`config.mk`:
```
export PLATFORM = sky130hd
export DESIGN_NAME = mac_layer
export DESIGN_NICKNAME = d
export VERILOG_FILES = /design/src/rtl/mac_pkg.sv /design/src/rtl/mac_lane.sv /design/src/rtl/mac_layer.sv
export SDC_FILE = /design/constraint.sdc
export NUM_CORES = 1
export LEC_CHECK = 0
export ABC_CLOCK_PERIOD_IN_PS = 10100
export BUFFER_PORTS_ARGS = -buffer_cell sky130_fd_sc_hd__buf_2
export CORE_ASPECT_RATIO = 0.6
export CORE_MARGIN = 3
export CORE_UTILIZATION = 54
export DETAILED_ROUTE_END_ITERATION = 10
export PLACE_DENSITY = 0.74
export SYNTH_ARGS = -nofsm -noshare
export SYNTH_HDL_FRONTEND = slang
export SYNTH_SLANG_ARGS = --single-unit
export TNS_END_PERCENT = 10
```
`constraint.sdc`:
```
create_clock -name clk -period 10.1 [get_ports clk]
set_input_delay 0.505 -clock clk [delete_from_list [all_inputs] [get_ports clk]]
set_output_delay 0.505 -clock clk [all_outputs]
set_load 0.005 [all_outputs]
```
`src/rtl/mac_pkg.sv`:
```
//------------------------------------------------------------------------------
// mac_pkg
//   Shared types and helpers for the time-multiplexed MAC layer:
//   FSM state enum, saturation helper, and the accumulator width helper.
//   Optional feature macro used by the design: MAC_RELU_EN.
//   Revision: 1.0 - initial release
//------------------------------------------------------------------------------
`default_nettype none

package mac_pkg;

  typedef enum logic [1:0] {
    IDLE = 2'd0,
    ACC  = 2'd1,
    DONE = 2'd2
  } state_t;

  // Saturation works on a 64-bit sign-extended value so that one function
  // serves any accumulator/output width pair (both must be below 64).
  typedef struct packed {
    logic signed [63:0] value;
    logic               clamped;
  } sat_t;

  // Accumulator width that can hold N_IN full-precision products.
  function automatic int acc_width(input int xw, input int ww, input int n_in);
    return xw + ww + $clog2(n_in);
  endfunction

  // Clamp an in_w-bit signed value into out_w bits. With out_w >= in_w the
  // value always fits, so no clamp is ever reported.
  function automatic sat_t saturate(input logic signed [63:0] v,
                                    input int in_w, input int out_w);
    sat_t r;
    logic signed [63:0] hi;
    logic signed [63:0] lo;
    r.value   = v;
    r.clamped = 1'b0;
    if (out_w < in_w) begin
      hi = (64'sd1 <<< (out_w - 1)) - 64'sd1;
      lo = -hi - 64'sd1;
      if (v > hi) begin
        r.value   = hi;
        r.clamped = 1'b1;
      end else if (v < lo) begin
        r.value   = lo;
        r.clamped = 1'b1;
      end
    end
    return r;
  endfunction

endpackage

`default_nettype wire

```
`src/rtl/mac_lane.sv`:
```
//------------------------------------------------------------------------------
// mac_lane
//   One output neuron lane: signed multiplier, ACCW-bit accumulator with
//   clear/enable, and a saturating (optionally ReLU) output register.
//   Optional feature macro: MAC_RELU_EN (ReLU after saturation).
//   Ports:
//     clk, rst_n  clock, asynchronous active-low reset
//     clear       zero the accumulator (new operation accepted)
//     en          accumulate x*w this cycle
//     last        this is the final term; load y/sat from acc + product
//     x, w        signed feature and weight for the current term
//     y, sat      registered saturated result and clamp flag
//   Revision: 1.0 - initial release
//------------------------------------------------------------------------------
`default_nettype none

module mac_lane
  import mac_pkg::*;
#(
  parameter int XW   = 7,
  parameter int WW   = 5,
  parameter int OW   = 13,
  parameter int ACCW = 14
) (
  input  logic                 clk,
  input  logic                 rst_n,
  input  logic                 clear,
  input  logic                 en,
  input  logic                 last,
  input  logic signed [XW-1:0] x,
  input  logic signed [WW-1:0] w,
  output logic signed [OW-1:0] y,
  output logic                 sat
);

  localparam int PW = XW + WW;

  logic signed [PW-1:0]   x_ext;
  logic signed [PW-1:0]   w_ext;
  logic signed [PW-1:0]   prod;
  logic signed [ACCW-1:0] acc;
  logic signed [ACCW-1:0] sum;
  logic signed [63:0]     sum_ext;
  sat_t                   sres;
  logic signed [OW-1:0]   y_next;
  logic                   unused_hi_bits;

  // Operands are widened to the full product width first so the multiply is
  // exact and self-determined at PW bits.
  assign x_ext   = {{WW{x[XW-1]}}, x};
  assign w_ext   = {{XW{w[WW-1]}}, w};
  assign prod    = x_ext * w_ext;
  assign sum     = acc + {{(ACCW-PW){prod[PW-1]}}, prod};
  assign sum_ext = {{(64-ACCW){sum[ACCW-1]}}, sum};
  assign sres    = saturate(sum_ext, ACCW, OW);

  // Bits above OW are redundant sign copies after saturation.
  assign unused_hi_bits = ^sres.value[63:OW];

  always_comb begin
    y_next = sres.value[OW-1:0];
`ifdef MAC_RELU_EN
    if (y_next[OW-1]) begin
      y_next = '0;
    end
`endif
  end

  always_ff @(posedge clk or negedge rst_n) begin
    if (!rst_n) begin
      acc <= '0;
      y   <= '0;
      sat <= 1'b0;
    end else if (clear) begin
      acc <= '0;
    end else if (en) begin
      acc <= sum;
      if (last) begin
        y   <= y_next;
        sat <= sres.clamped;
      end
    end
  end

endmodule

`default_nettype wire

```
`src/rtl/mac_layer.sv`:
```
//------------------------------------------------------------------------------
// mac_layer
//   Time-multiplexed fully-connected MAC layer: one input term per cycle is
//   accumulated into N_OUT parallel lanes; results are N_OUT saturated
//   outputs presented over a valid/ready handshake.
//   Optional feature macro: MAC_RELU_EN (ReLU on outputs, inside mac_lane).
//   Ports:
//     clk, rst_n           clock, asynchronous active-low reset
//     in_valid / in_ready  operand handshake (in_ready high only in IDLE)
//     x_flat               feature i at [i*XW +: XW]
//     w_flat               weight i->j at [(j*N_IN+i)*WW +: WW]
//     out_valid/out_ready  result handshake (out_valid high only in DONE)
//     y_flat               neuron j at [j*OW +: OW]
//     sat                  lane j clamped on this result
//     busy                 operation in progress (state != IDLE)
//   Revision: 1.0 - initial release
//------------------------------------------------------------------------------
`default_nettype none

module mac_layer
  import mac_pkg::*;
#(
  parameter int N_IN  = 4,
  parameter int N_OUT = 4,
  parameter int XW    = 7,
  parameter int WW    = 5,
  parameter int OW    = 13
) (
  input  logic                     clk,
  input  logic                     rst_n,
  input  logic                     in_valid,
  output logic                     in_ready,
  input  logic [N_IN*XW-1:0]       x_flat,
  input  logic [N_IN*N_OUT*WW-1:0] w_flat,
  output logic                     out_valid,
  input  logic                     out_ready,
  output logic [N_OUT*OW-1:0]      y_flat,
  output logic [N_OUT-1:0]         sat,
  output logic                     busy
);

  localparam int ACCW = acc_width(XW, WW, N_IN);
  localparam int KW   = $clog2(N_IN);

  state_t                    state;
  state_t                    state_next;
  logic [KW-1:0]             k;
  logic [N_IN*XW-1:0]        x_reg;
  logic [N_IN*N_OUT*WW-1:0]  w_reg;
  logic [XW-1:0]             x_cur;
  logic                      accept;
  logic                      last;
  logic                      acc_en;

  assign accept = (state == IDLE) && in_valid;
  assign acc_en = (state == ACC);
  assign last   = (k == KW'(N_IN - 1));
  assign x_cur  = x_reg[k*XW +: XW];

  always_ff @(posedge clk or negedge rst_n) begin
    if (!rst_n) begin
      state <= IDLE;
    end else begin
      state <= state_next;
    end
  end

  // Handshake outputs depend on state only, never on in_valid/out_ready.
  always_comb begin
    state_next = state;
    in_ready   = 1'b0;
    out_valid  = 1'b0;
    busy       = 1'b1;
    case (state)
      IDLE: begin
        in_ready = 1'b1;
        busy     = 1'b0;
        if (in_valid) begin
          state_next = ACC;
        end
      end
      ACC: begin
        if (last) begin
          state_next = DONE;
        end
      end
      DONE: begin
        out_valid = 1'b1;
        if (out_ready) begin
          state_next = IDLE;
        end
      end
      default: begin
        state_next = IDLE;
      end
    endcase
  end

  always_ff @(posedge clk or negedge rst_n) begin
    if (!rst_n) begin
      k     <= '0;
      x_reg <= '0;
      w_reg <= '0;
    end else if (accept) begin
      k     <= '0;
      x_reg <= x_flat;
      w_reg <= w_flat;
    end else if (acc_en) begin
      k <= last ? '0 : k + KW'(1);
    end
  end

  for (genvar j = 0; j < N_OUT; j++) begin : g_lane
    logic [WW-1:0] w_cur;
    assign w_cur = w_reg[(j*N_IN + int'(k))*WW +: WW];

    mac_lane #(
      .XW   (XW),
      .WW   (WW),
      .OW   (OW),
      .ACCW (ACCW)
    ) u_lane (
      .clk   (clk),
      .rst_n (rst_n),
      .clear (accept),
      .en    (acc_en),
      .last  (last),
      .x     (x_cur),
      .w     (w_cur),
      .y     (y_flat[j*OW +: OW]),
      .sat   (sat[j])
    );
  end

endmodule

`default_nettype wire
```
==> key figures, run 1 <==
Global routing
  – Initial antenna violation count: 0
  – Number of global-route vias before repair: 13,300
  – Congestion Overflow GR: 0
  – Maximum number of pins on one net before global-route repair: 108
  – Wire length of the first global-routing pass: 64,900 µm
  – Global routing usage summed across all routing layers: 23.0%

Floorplanning
  – Starting Density: 56.0%
  – Die extent in y: 144 µm
  – Die area: 34,000 µm²
  – FP Rows: 49
  – Die width: 236 µm
  – Number of top-level design ports: 171
  – Core area: 30,600 µm²

Synthesis
  – Top cell type's share of synthesized area: 32.7%
  – Area leader, netlist: sky130_fd_sc_hd__dfrtp_1
  – Number of storage elements in the synthesis netlist: 224
  – Nets in the synthesized netlist: 2,246
  – Fraction of synthesis flops using an asynchronous set or reset pin: 100%
  – EDFF count, synth: 0
  – Fraction of the yosys area taken by sequential cells: 32.7%
  – Synthesized area per cell: 8.98 µm²
  – Synthesis warning total: 0
  – Gate count of the mapped netlist: 1,909
  – Main flop type after synthesis: sky130_fd_sc_hd__dfrtp_1
  – Area of the mapped netlist: 17,100 µm²
  – Netlist cell types: 65
  – Cell types occupying the most area after synthesis: sky130_fd_sc_hd__dfrtp_1 (33%), sky130_fd_sc_hd__fa_1 (11%), sky130_fd_sc_hd__nand2_1 (9.8%), sky130_fd_sc_hd__ha_1 (9.4%), sky130_fd_sc_hd__inv_1 (4.4%)

Critical path
  – CP Capture Type: flip-flop
  – Kind of cell with the highest combined delay on the critical path: adder cells
  – Crit path cell chain: mux4_2 > or2_2 > fa_1 > fa_1 > fa_1 > inv_1 > ha_1 > a21o_1 > a21oi_1 > o21bai_1 > a21oi_1 > o21bai_1 > a21oi_1 > xnor2_1 > ha_1 > inv_1 > nor2_1 > nor2_1 > o211ai_1 > and3_1 > a21boi_1 > xor2_1 > maj3_2 > o21ai_1
  – Startpoint of the most critical register-to-register path: k[0]
  – Launching element of the worst setup path: k[0]
  – Critical path data required time: 10.49 ns
  – Largest incremental delay on the critical path: 1.05 ns
  – Max Fanout on Critical Path: 34
  – Type of the worst setup path: flip-flop to flip-flop
  – Slowest library cell on the worst path: sky130_fd_sc_hd__dfrtp_2
  – Element type at the critical path start: flip-flop
  – Critical path buffer and inverter count: 2
  – Critical path arrival: 8.58 ns

Hold path
  – Min-delay worst type: input pin to async pin

Routing
  – Antenna violation net count after detailed routing: 0
  – DRC violation count after routing: 0
  – Total length of routed wires: 39,300 µm
  – Count of vias placed by the detailed router: 13,300
  – Detail-routed via count per cell: 5.44
  – WL per Instance: 16.0 µm
  – Initial DRC count: 1,007
  – Number of optimization iterations in the first detailed-route pass: 5

Place
  – Global placer's final weighted congestion: 0.834
  – DP HPWL: 29,100 µm
  – Dpl cell area: 18,200 µm²
  – Number of port buffers: 170

STA
  – Final hold slack: -0.00836 ns
  – Final TNS setup: 0 ns
  – Clk_skew: 0.0157 ns
  – Relative max-transition margin: 27.9%
  – Final Hold Fails: 5
  – Worst Tran Pin Value: 1.08 ns
  – Setup-violating endpoint count in the final report: 0
  – Max-slew violation total from the final report: 0
  – Post-route minimum period: 8.19 ns
  – Timing-limited maximum frequency: 0.122 GHz
  – Final period util: 81.1%
  – RSZ-0062 raised after global routing: false

Clock tree
  – Clock buffer count from CTS: 23
  – Number of buffers on the longest clock path: 3
  – Clk pin slew, worst setup/hold paths: 0.06 ns
  – Clk Tree Root Cell: sky130_fd_sc_hd__clkbuf_16
  – Buffer count from post-CTS setup fixing: 0
  – Cts hold-fix bufs: 0
  – Number of gates resized after cts: 0
  – TritonCTS clock tree: built
  – H-tree level count: 1
  – Source-to-sink clock delay at the later pin of the worst-skew pair: 0.53 ns
  – Clock sinks: 224

Outcome
  – Violated checks: negative hold slack
  – Run status: finished with violations

Layout
  – Final layout net count: 2,360
  – Signed area change from the synthesized netlist to the final layout: 10.8%
  – Largest register FFs: 80
  – Share of final-layout standard cells stronger than drive strength 1: 14.3%
  – Post-route design area: 19,000 µm²
  – Number of antenna cells inserted: 0

Run
  – Number of violations of the max-capacitance limit: 0
==> layout make-up <==
class / count / area [µm²]
fillers: 2547 / 11600
multi-input cells: 1395 / 10400
flip-flops and latches: 224 / 5610
repair buffers: 178 / 921
inverters: 201 / 754
clock buffers: 31 / 666
well taps: 408 / 510
clock inverters: 10 / 134
==> logic make-up after synthesis <==
kind of cell    share of synthesized area, %
compound gates                          11.2
xor+xnor                                5.55
fa+ha+maj                               21.3
buf+inv                                 6.76
flops                                   32.7
mux                                     3.69
simple gates                            18.7
==> placed cells by master (no fill, tap or decap), types with 6 or more instances in the layout <==
cell type                   synthesis  final
sky130_fd_sc_hd__nand2_1          449    447
sky130_fd_sc_hd__dfrtp_1          224    223
sky130_fd_sc_hd__inv_1            201    201
sky130_fd_sc_hd__buf_2              5    169
sky130_fd_sc_hd__ha_1             129    129
sky130_fd_sc_hd__and2_1           100     99
sky130_fd_sc_hd__fa_1              96     96
sky130_fd_sc_hd__o21ai_0           81     81
sky130_fd_sc_hd__xnor2_1           68     68
sky130_fd_sc_hd__nand3_1           63     63
sky130_fd_sc_hd__nor2_1            57     57
sky130_fd_sc_hd__a21oi_1           53     53
sky130_fd_sc_hd__o21ai_1           43     43
sky130_fd_sc_hd__xor2_1            24     24
sky130_fd_sc_hd__mux4_2            23     23
sky130_fd_sc_hd__clkbuf_16          0     23
sky130_fd_sc_hd__a21boi_0          22     22
sky130_fd_sc_hd__a21o_1            19     19
sky130_fd_sc_hd__nor3_1            13     13
sky130_fd_sc_hd__nor2b_1           12     12
sky130_fd_sc_hd__o21bai_1          11     11
sky130_fd_sc_hd__o21ai_2           11     11
sky130_fd_sc_hd__maj3_2            10     10
sky130_fd_sc_hd__o21a_1             9      9
sky130_fd_sc_hd__buf_4              5      8
sky130_fd_sc_hd__mux2i_1            7      7
sky130_fd_sc_hd__nand2b_1           8      7
sky130_fd_sc_hd__or3_1              6      6
sky130_fd_sc_hd__a31oi_1            6      6
sky130_fd_sc_hd__clkbuf_8           0      6
==> final timing paths <==
check                                         end  slack [ns]  cells after the start
hold / removal             g_lane[1].u_lane.y[10]      -0.008                      1
setup / recovery            g_lane[3].u_lane.y[3]        1.91                     24
min in group clk                         w_reg[0]        0.15                      3
setup reg to reg            g_lane[3].u_lane.y[3]        1.91                     24
hold reg to reg            g_lane[1].u_lane.y[12]        0.47                      2
max in group asynchronous                    k[0]        8.52                      2
==> routing by layer <==
metal  vias to the layer above  global-route usage [%]  wire length [µm]
li1                       6426                       -                 -
met1                      6591                    31.1             17400
met2                       244                    40.2             19600
met3                        54                    3.60              1640
met4                         0                    4.16               566
met5                         -                       0                 0
==> cells in the mapped netlist (all sizes together) (3+ instances only) <==
master and n:
nor2b 12, nor2 57, nor4 3, a21boi 26, mux2 4, ha 129, a311oi 3, nand2b 8
and2 100, mux4 23, a21oi 56, nand3 63, o21a 9, maj3 11, a31oi 7, o31ai 3
nand3b 3, o21ai 135, nor3 13, nand4b 4, fa 96, xor2 24, o211ai 4, inv 201
a2111oi 3, or2 4, buf 23, clkbuf 66, dfrtp 224, xnor2 71, o41ai 4, o2111ai 4
a21o 19, or3 6, nand4 3, mux2i 7, nand2 449, o21bai 11
==> through the flow <==
step	util, %	worst slack (ns)	cells
detailed placement	59.4	1.90	2406
floorplan	-	3.22	1909
global placement	59.4	2.15	2406
global route	62.1	1.29	2447
CTS	62.1	1.88	2447
finish	62.1	1.91	2447
Power of run 1 is left out: the tool's default activity adds up to more than one toggle a clock period on the data nets, which glitch-free logic cannot reach.
==> inputs of run 2 (changes only) <==
ABC_AREA = 1   (was default)
ABC_CLOCK_PERIOD_IN_PS = 8500   (was 10100)
clock period = 8.5 ns   (was 10.1 ns; I/O delays follow)
==> key figures, run 2 <==
Place
  – Global placer's final weighted congestion: 0.899 (+7.8%)
  – Pre-CTS setup slack: 1.47 ns (-0.422 ns)
  – Number of port buffers: 170 (unchanged)
  – DP HPWL: 32,800 µm (+13%)

STA
  – Max-slew violation total from the final report: 0 (unchanged)
  – Final worst-path setup slack: 1.33 ns (-0.578 ns)
  – Clk_skew: 0.0159 ns (+0.000159 ns)
  – Post-route minimum period: 7.17 ns (-1.02 ns)
  – Setup-violating endpoint count in the final report: 0 (unchanged)
  – Timing-limited maximum frequency: 0.139 GHz (+14%)
  – RSZ-0062 raised after global routing: false
  – Final period util: 84.4% (+3.2 points)
  – Final Hold Fails: 0 (-5)
  – Worst Tran Pin Value: 1.08 ns (+0.000999 ns)
  – Final TNS setup: 0 ns (unchanged)
  – Relative max-transition margin: 27.8% (-0.067 points)

Global routing
  – Maximum number of pins on one net before global-route repair: 109 (+0.93%)
  – Initial antenna violation count: 0 (unchanged)
  – Congestion Overflow GR: 0 (unchanged)
  – Global routing usage summed across all routing layers: 26.1% (+3.2 points)
  – Wire length of the first global-routing pass: 75,200 µm (+16%)
  – Number of global-route vias before repair: 15,600 (+17%)

Clock tree
  – Clock buffer count from CTS: 23 (unchanged)
  – Clock sinks: 224 (unchanged)
  – Clk Tree Root Cell: sky130_fd_sc_hd__clkbuf_16
  – Source-to-sink clock delay at the later pin of the worst-skew pair: 0.53 ns (about the same)
  – Number of buffers on the longest clock path: 3 (unchanged)
  – TritonCTS clock tree: built
  – Clk pin slew, worst setup/hold paths: 0.06 ns (about the same)
  – H-tree level count: 1 (unchanged)

Critical path
  – Slowest library cell on the worst path: sky130_fd_sc_hd__a32oi_2
  – Critical path arrival: 7.58 ns (-1.00 ns)
  – Max Fanout on Critical Path: 57 (+68%)
  – Largest incremental delay on the critical path: 0.63 ns (-0.42 ns)
  – Top cell by count, worst path: sky130_fd_sc_hd__nand2_1
  – Critical path data required time: 8.91 ns (-1.58 ns)
  – Element type at the critical path start: flip-flop
  – CP Capture Type: flip-flop
  – Type of the worst setup path: flip-flop to flip-flop

Floorplanning
  – Die area: 34,400 µm² (+1.3%)
  – Core area: 31,500 µm² (+2.9%)
  – Die extent in y: 145 µm (+0.66%)
  – Number of top-level design ports: 171 (unchanged)
  – FP Rows: 50 (+2.0%)
  – Die width: 238 µm (+0.67%)
  – Starting Density: 55.2% (-0.80 points)

Synthesis
  – EDFF count, synth: 0 (unchanged)
  – Main flop type after synthesis: sky130_fd_sc_hd__dfrtp_1
  – Most instantiated cells after synthesis: sky130_fd_sc_hd__nand2_1 (868), sky130_fd_sc_hd__inv_1 (280), sky130_fd_sc_hd__dfrtp_1 (224)
  – Cell types occupying the most area after synthesis: sky130_fd_sc_hd__dfrtp_1 (32%), sky130_fd_sc_hd__nand2_1 (19%), sky130_fd_sc_hd__fa_1 (11%), sky130_fd_sc_hd__ha_1 (9.3%), sky130_fd_sc_hd__inv_1 (6.0%)
  – Netlist cell types: 41 (-37%)
  – Area of the mapped netlist: 17,400 µm² (+1.4%)
  – Nets in the synthesized netlist: 2,626 (+17%)
  – Gate count of the mapped netlist: 2,289 (+20%)
  – Area leader, netlist: sky130_fd_sc_hd__dfrtp_1
  – Number of storage elements in the synthesis netlist: 224 (unchanged)
  – Top cell type's share of synthesized area: 32.3% (-0.45 points)
  – Synthesized area per cell: 7.59 µm² (-15%)
  – Fraction of the yosys area taken by sequential cells: 32.3% (-0.45 points)
  – Synthesis warning total: 0 (unchanged)
  – Library cell with the highest instance count after synthesis: sky130_fd_sc_hd__nand2_1
  – Fraction of synthesis flops using an asynchronous set or reset pin: 100% (unchanged)

Layout
  – Number of antenna cells inserted: 0 (unchanged)
  – Reg area: 5610 µm² (unchanged)
  – Share of final-layout standard cells stronger than drive strength 1: 13.3% (-0.98 points)
  – Footprint of the multi-input gates: 10,300 µm² (-1.1%)
  – Filler Cells Inserted: 2,836 (+11%)
  – Largest register FFs: 80 (unchanged)
  – Utilization of the core after routing: 61.3% (-0.75 points)
  – Signed area change from the synthesized netlist to the final layout: 11.0%
  – Most frequent cells in the layout: sky130_fd_sc_hd__nand2_1 (867), sky130_fd_sc_hd__inv_1 (280), sky130_fd_sc_hd__dfrtp_1 (223)
  – Final layout net count: 2,759 (+17%)
  – Most common cell after layout, fill and taps aside: sky130_fd_sc_hd__nand2_1

Routing
  – DRC violation count after routing: 0 (unchanged)
  – Total length of routed wires: 43,600 µm (+11%)
  – Antenna violation net count after detailed routing: 0 (unchanged)
  – Count of vias placed by the detailed router: 15,000 (+13%)
  – Initial DRC count: 1,135 (+13%)
  – Detail-routed via count per cell: 5.27 (-3.1%)
  – Number of optimization iterations in the first detailed-route pass: 5 (unchanged)
  – WL per Instance: 15.3 µm (-4.7%)

Run
  – Number of violations of the max-capacitance limit: 0 (unchanged)

Outcome
  – Run status: finished, final reports clean

Hold path
  – Min-delay worst type: input pin to flip-flop
## run 2: cell count changes after synthesis, sizes merged, moves of 23 or more
cell	previous run	this run
xnor2	71	34
a32oi	0	25
nor2	57	151
a21boi	26	0
mux4	23	0
inv	201	305
and2	100	0
o21ai	135	88
nand2	449	911
a21oi	56	99
## run 2: cells by family (layout without fill, tap and decap cells)
logic type      Yosys count  in the layout  share of synthesized area, %
simple gates           1151           1151                          27.0
buf+inv                 382            530                          8.68
compound gates          240            240                          8.29
fa+ha+maj               225            225                          20.3
flops                   224            224                          32.3
xor+xnor                 67             67                          3.46
## run 2: final cells by class
| type | count | area share [%] |
|---|---|---|
| multi-input cells | 1683 | 53.3 |
| well taps | 416 | 2.70 |
| repair buffers | 184 | 5.02 |
| flip-flops and latches | 224 | 29.1 |
| clock inverters | 10 | 0.597 |
| inverters | 306 | 5.95 |
| clock buffers | 30 | 3.38 |
## run 2: worst paths after layout
path	cells past startpoint	endpoint	startpoint	slack [ns]
worst min-delay path	3	x_reg[19]	x_flat[19]	0.09
worst min register to register	2	w_reg[20]	w_reg[20]	0.48
worst max register to register	30	g_lane[1].u_lane.y[10]	k[0]	1.33
worst max-delay path	30	g_lane[1].u_lane.y[10]	k[0]	1.33
max in group asynchronous	3	k[0]	rst_n	6.58
min in group asynchronous	2	w_reg[73]	rst_n	0.48
## run 2: critical path: cells and delay by family, from the launching register on
family / cells / cell delay, ns
compound gates: 5 / 1.23
buf+inv: 6 / 1.20
xor+xnor: 2 / 0.31
simple gates: 12 / 1.66
fa+ha+maj: 5 / 2.26
flops: 1 / 0.36
## run 2: stage by stage
| step | area, µm² | std cells | hold WS, ns |
|---|---|---|---|
| 2_1_floorplan | 17400 | 2289 | 0.129 |
| 3_3_place_gp | 18500 | 2812 | 0.457 |
| 3_5_place_dp | 18500 | 2812 | 0.460 |
| 4_1_cts | 19300 | 2853 | 0.0699 |
| 5_1_grt | 19300 | 2853 | 0.0800 |
| 6_report | 19300 | 2853 | 0.0902 |
## run 2: per-layer routing
layer  up-vias  global-route usage, %  part of all wire (%)
li1       7360                      -                     -
met5         -                      0                     0
met4         0                   6.04                   2.3
met3        70                   4.07                   4.5
met1      7323                   36.1                    46
met2       287                   43.6                    47
## run 2: repair_timing
item / 4_1_cts / 5_1_grt
resized for setup: 0 / 0
buffers inserted: 0 / 0
hold buffers: 1 / 0
hold endpoints to repair: 82 / 0
Power of run 2 is left out for the same reason.
==> inputs of run 3 (changes only) <==
ABC_AREA = 0   (was 1)
ABC_CLOCK_PERIOD_IN_PS = 7500   (was 8500)
clock period = 7.5 ns   (was 8.5 ns; I/O delays follow)
==> key figures, run 3 (synthesis results as in run 1) <==
Outcome
  – Run status: finished, final reports clean

Global routing
  – Wire length of the first global-routing pass: 66,300 µm (-12%)
  – Congestion Overflow GR: 0 (unchanged)
  – Global routing usage summed across all routing layers: 23.5% (-2.6 points)
  – Number of global-route vias before repair: 13,600 (-13%)
  – Initial antenna violation count: 0 (unchanged)
  – Maximum number of pins on one net before global-route repair: 121 (+11%)

Routing
  – Detail-routed via count per cell: 5.43 (+3.0%)
  – Antenna violation net count after detailed routing: 0 (unchanged)
  – WL per Instance: 16.2 µm (+5.7%)
  – Total length of routed wires: 39,700 µm (-8.9%)
  – DRC violation count after routing: 0 (unchanged)
  – Number of optimization iterations in the first detailed-route pass: 5 (unchanged)
  – Count of vias placed by the detailed router: 13,300 (-11%)
  – Initial DRC count: 853 (-25%)

Critical path
  – Reg-to-reg endpoint: g_lane[0].u_lane.y[1]
  – CP Capture Type: flip-flop
  – Max Fanout on Critical Path: 20 (-65%)
  – Element type at the critical path start: flip-flop
  – Type of the worst setup path: flip-flop to flip-flop
  – Worst setup slack for register-to-register paths: 0.47 ns (-0.86 ns)
  – Number of cells on the worst reg-to-reg path: 22 (-27%)
  – Launching element of the worst setup path: k[0]
  – Timing endpoint of the critical path: g_lane[0].u_lane.y[1]
  – Critical path arrival: 7.44 ns (-0.14 ns)
  – Startpoint of the most critical register-to-register path: k[0]
  – Critical path data required time: 7.91 ns (-1.00 ns)

Clock tree
  – Source-to-sink clock delay at the later pin of the worst-skew pair: 0.54 ns (about the same)
  – Number of buffers on the longest clock path: 3 (unchanged)
  – H-tree level count: 1 (unchanged)
  – Clk pin slew, worst setup/hold paths: 0.06 ns (about the same)
  – Clock sinks: 224 (unchanged)
  – Clk Tree Root Cell: sky130_fd_sc_hd__clkbuf_16
  – TritonCTS clock tree: built
  – Clock buffer count from CTS: 24 (+4.3%)
  – Buffer count from post-CTS setup fixing: 0 (unchanged)

STA
  – Post-route minimum period: 7.03 ns (-0.144 ns)
  – Final TNS setup: 0 ns (unchanged)
  – Timing-limited maximum frequency: 0.142 GHz (+2.1%)
  – Relative max-transition margin: 24.8% (-3.1 points)
  – Clk_skew: 0.00890 ns (-0.00697 ns)
  – Setup-violating endpoint count in the final report: 0 (unchanged)
  – Final worst-path setup slack: 0.473 ns (-0.856 ns)
  – RSZ-0062 raised after global routing: false
  – Final period util: 93.7% (+9.3 points)
  – Final Hold Fails: 0 (unchanged)
  – Max-slew violation total from the final report: 0 (unchanged)
  – Worst Tran Pin Value: 1.13 ns (+0.0460 ns)

Floorplanning
  – Die extent in y: 144 µm (-0.66%)
  – Starting Density: 56.0% (+0.80 points)
  – Number of top-level design ports: 171 (unchanged)
  – Die width: 236 µm (-0.67%)
  – FP Rows: 49 (-2.0%)
  – Core area: 30,600 µm² (-2.8%)
  – Die area: 34,000 µm² (-1.3%)

Place
  – DP HPWL: 29,700 µm (-9.3%)
  – Dpl cell area: 18,300 µm² (-1.4%)
  – Global placer's final weighted congestion: 0.853 (-5.1%)
  – Pre-CTS setup slack: 0.403 ns (-1.07 ns)
  – Number of port buffers: 170 (unchanged)

Hold path
  – Hold Path Origin: x_flat[26]
  – Hold-critical path depth: 3 (unchanged)
  – Min-delay worst type: input pin to flip-flop

Run
  – Number of violations of the max-capacitance limit: 0 (unchanged)

Layout
  – Post-route design area: 19,100 µm² (-0.82%)
  – Signed area change from the synthesized netlist to the final layout: 11.6%
  – Most common cell after layout, fill and taps aside: sky130_fd_sc_hd__nand2_1
  – Final layout net count: 2,370 (-14%)
  – Number of antenna cells inserted: 0 (unchanged)
  – Share of final-layout standard cells stronger than drive strength 1: 14.6% (+1.3 points)
  – Largest register FFs: 80 (unchanged)
  – Most frequent cells in the layout: sky130_fd_sc_hd__nand2_1 (447), sky130_fd_sc_hd__dfrtp_1 (223), sky130_fd_sc_hd__inv_1 (201)
==> run 3: how the worst min path moves through the flow <==
stage	endpoint	slack (ns)
detailed placement	w_reg[12]	0.46
CTS	w_reg[69]	0.002
finish	x_reg[26]	0.02
global route	x_reg[24]	0.01
floorplan	g_lane[0].u_lane.acc[0]	0.08
global placement	w_reg[32]	0.45
==> run 3: layer usage <==
layer	vias up	track usage (%)	part of all wire (%)
li1	6475	-	-
met1	6589	32.2	45
met2	211	40.4	49
met3	72	3.14	3.2
met4	0	5.50	2.3
met5	-	0	0
==> run 3: cell type report <==
class                   instances  area [µm²]
well taps                     408         510
flip-flops and latches        224        5610
fillers                      2581       11500
repair buffers                187        1000
inverters                     201         754
clock inverters                13         190
clock buffers                  29         651
multi-input cells            1395       10400
==> run 3: critical path, stage by stage, from the launching register on <==
cell                       delay (ns)
sky130_fd_sc_hd__dfrtp_2         0.47
sky130_fd_sc_hd__buf_4           0.27
sky130_fd_sc_hd__mux4_2          0.75
sky130_fd_sc_hd__and2_1          0.24
sky130_fd_sc_hd__fa_1            0.48
sky130_fd_sc_hd__fa_1            0.54
sky130_fd_sc_hd__inv_1           0.05
sky130_fd_sc_hd__fa_1            0.53
sky130_fd_sc_hd__inv_1           0.04
sky130_fd_sc_hd__ha_1            0.32
sky130_fd_sc_hd__nor2b_1         0.14
sky130_fd_sc_hd__o21ai_0         0.22
sky130_fd_sc_hd__a21boi_1        0.12
sky130_fd_sc_hd__o21ai_0         0.25
sky130_fd_sc_hd__a21oi_1         0.12
sky130_fd_sc_hd__xnor2_1         0.43
sky130_fd_sc_hd__ha_1            0.41
sky130_fd_sc_hd__a21o_1          0.19
sky130_fd_sc_hd__a21o_1          0.19
sky130_fd_sc_hd__a41oi_2         0.19
sky130_fd_sc_hd__xor3_2          0.44
sky130_fd_sc_hd__o21ai_4         0.33
sky130_fd_sc_hd__o21ai_0         0.14
==> run 3: repair_timing <==
action                                  4_1_cts  5_1_grt
endpoints found under the setup margin        0       14
hold buffers                                  1        0
endpoints found under the hold margin       104        0
gates resized for setup                       0        3
==> run 3: per-stage QoR <==
step	util (%)	std cells	hold slack, ns
finish	62.5	2457	0.0227
global route	62.5	2457	0.0124
CTS	62.5	2457	0.00245
detailed placement	59.7	2414	0.457
global placement	59.7	2414	0.454
floorplan	-	1909	0.0794
Power of run 3 is left out for the same reason.
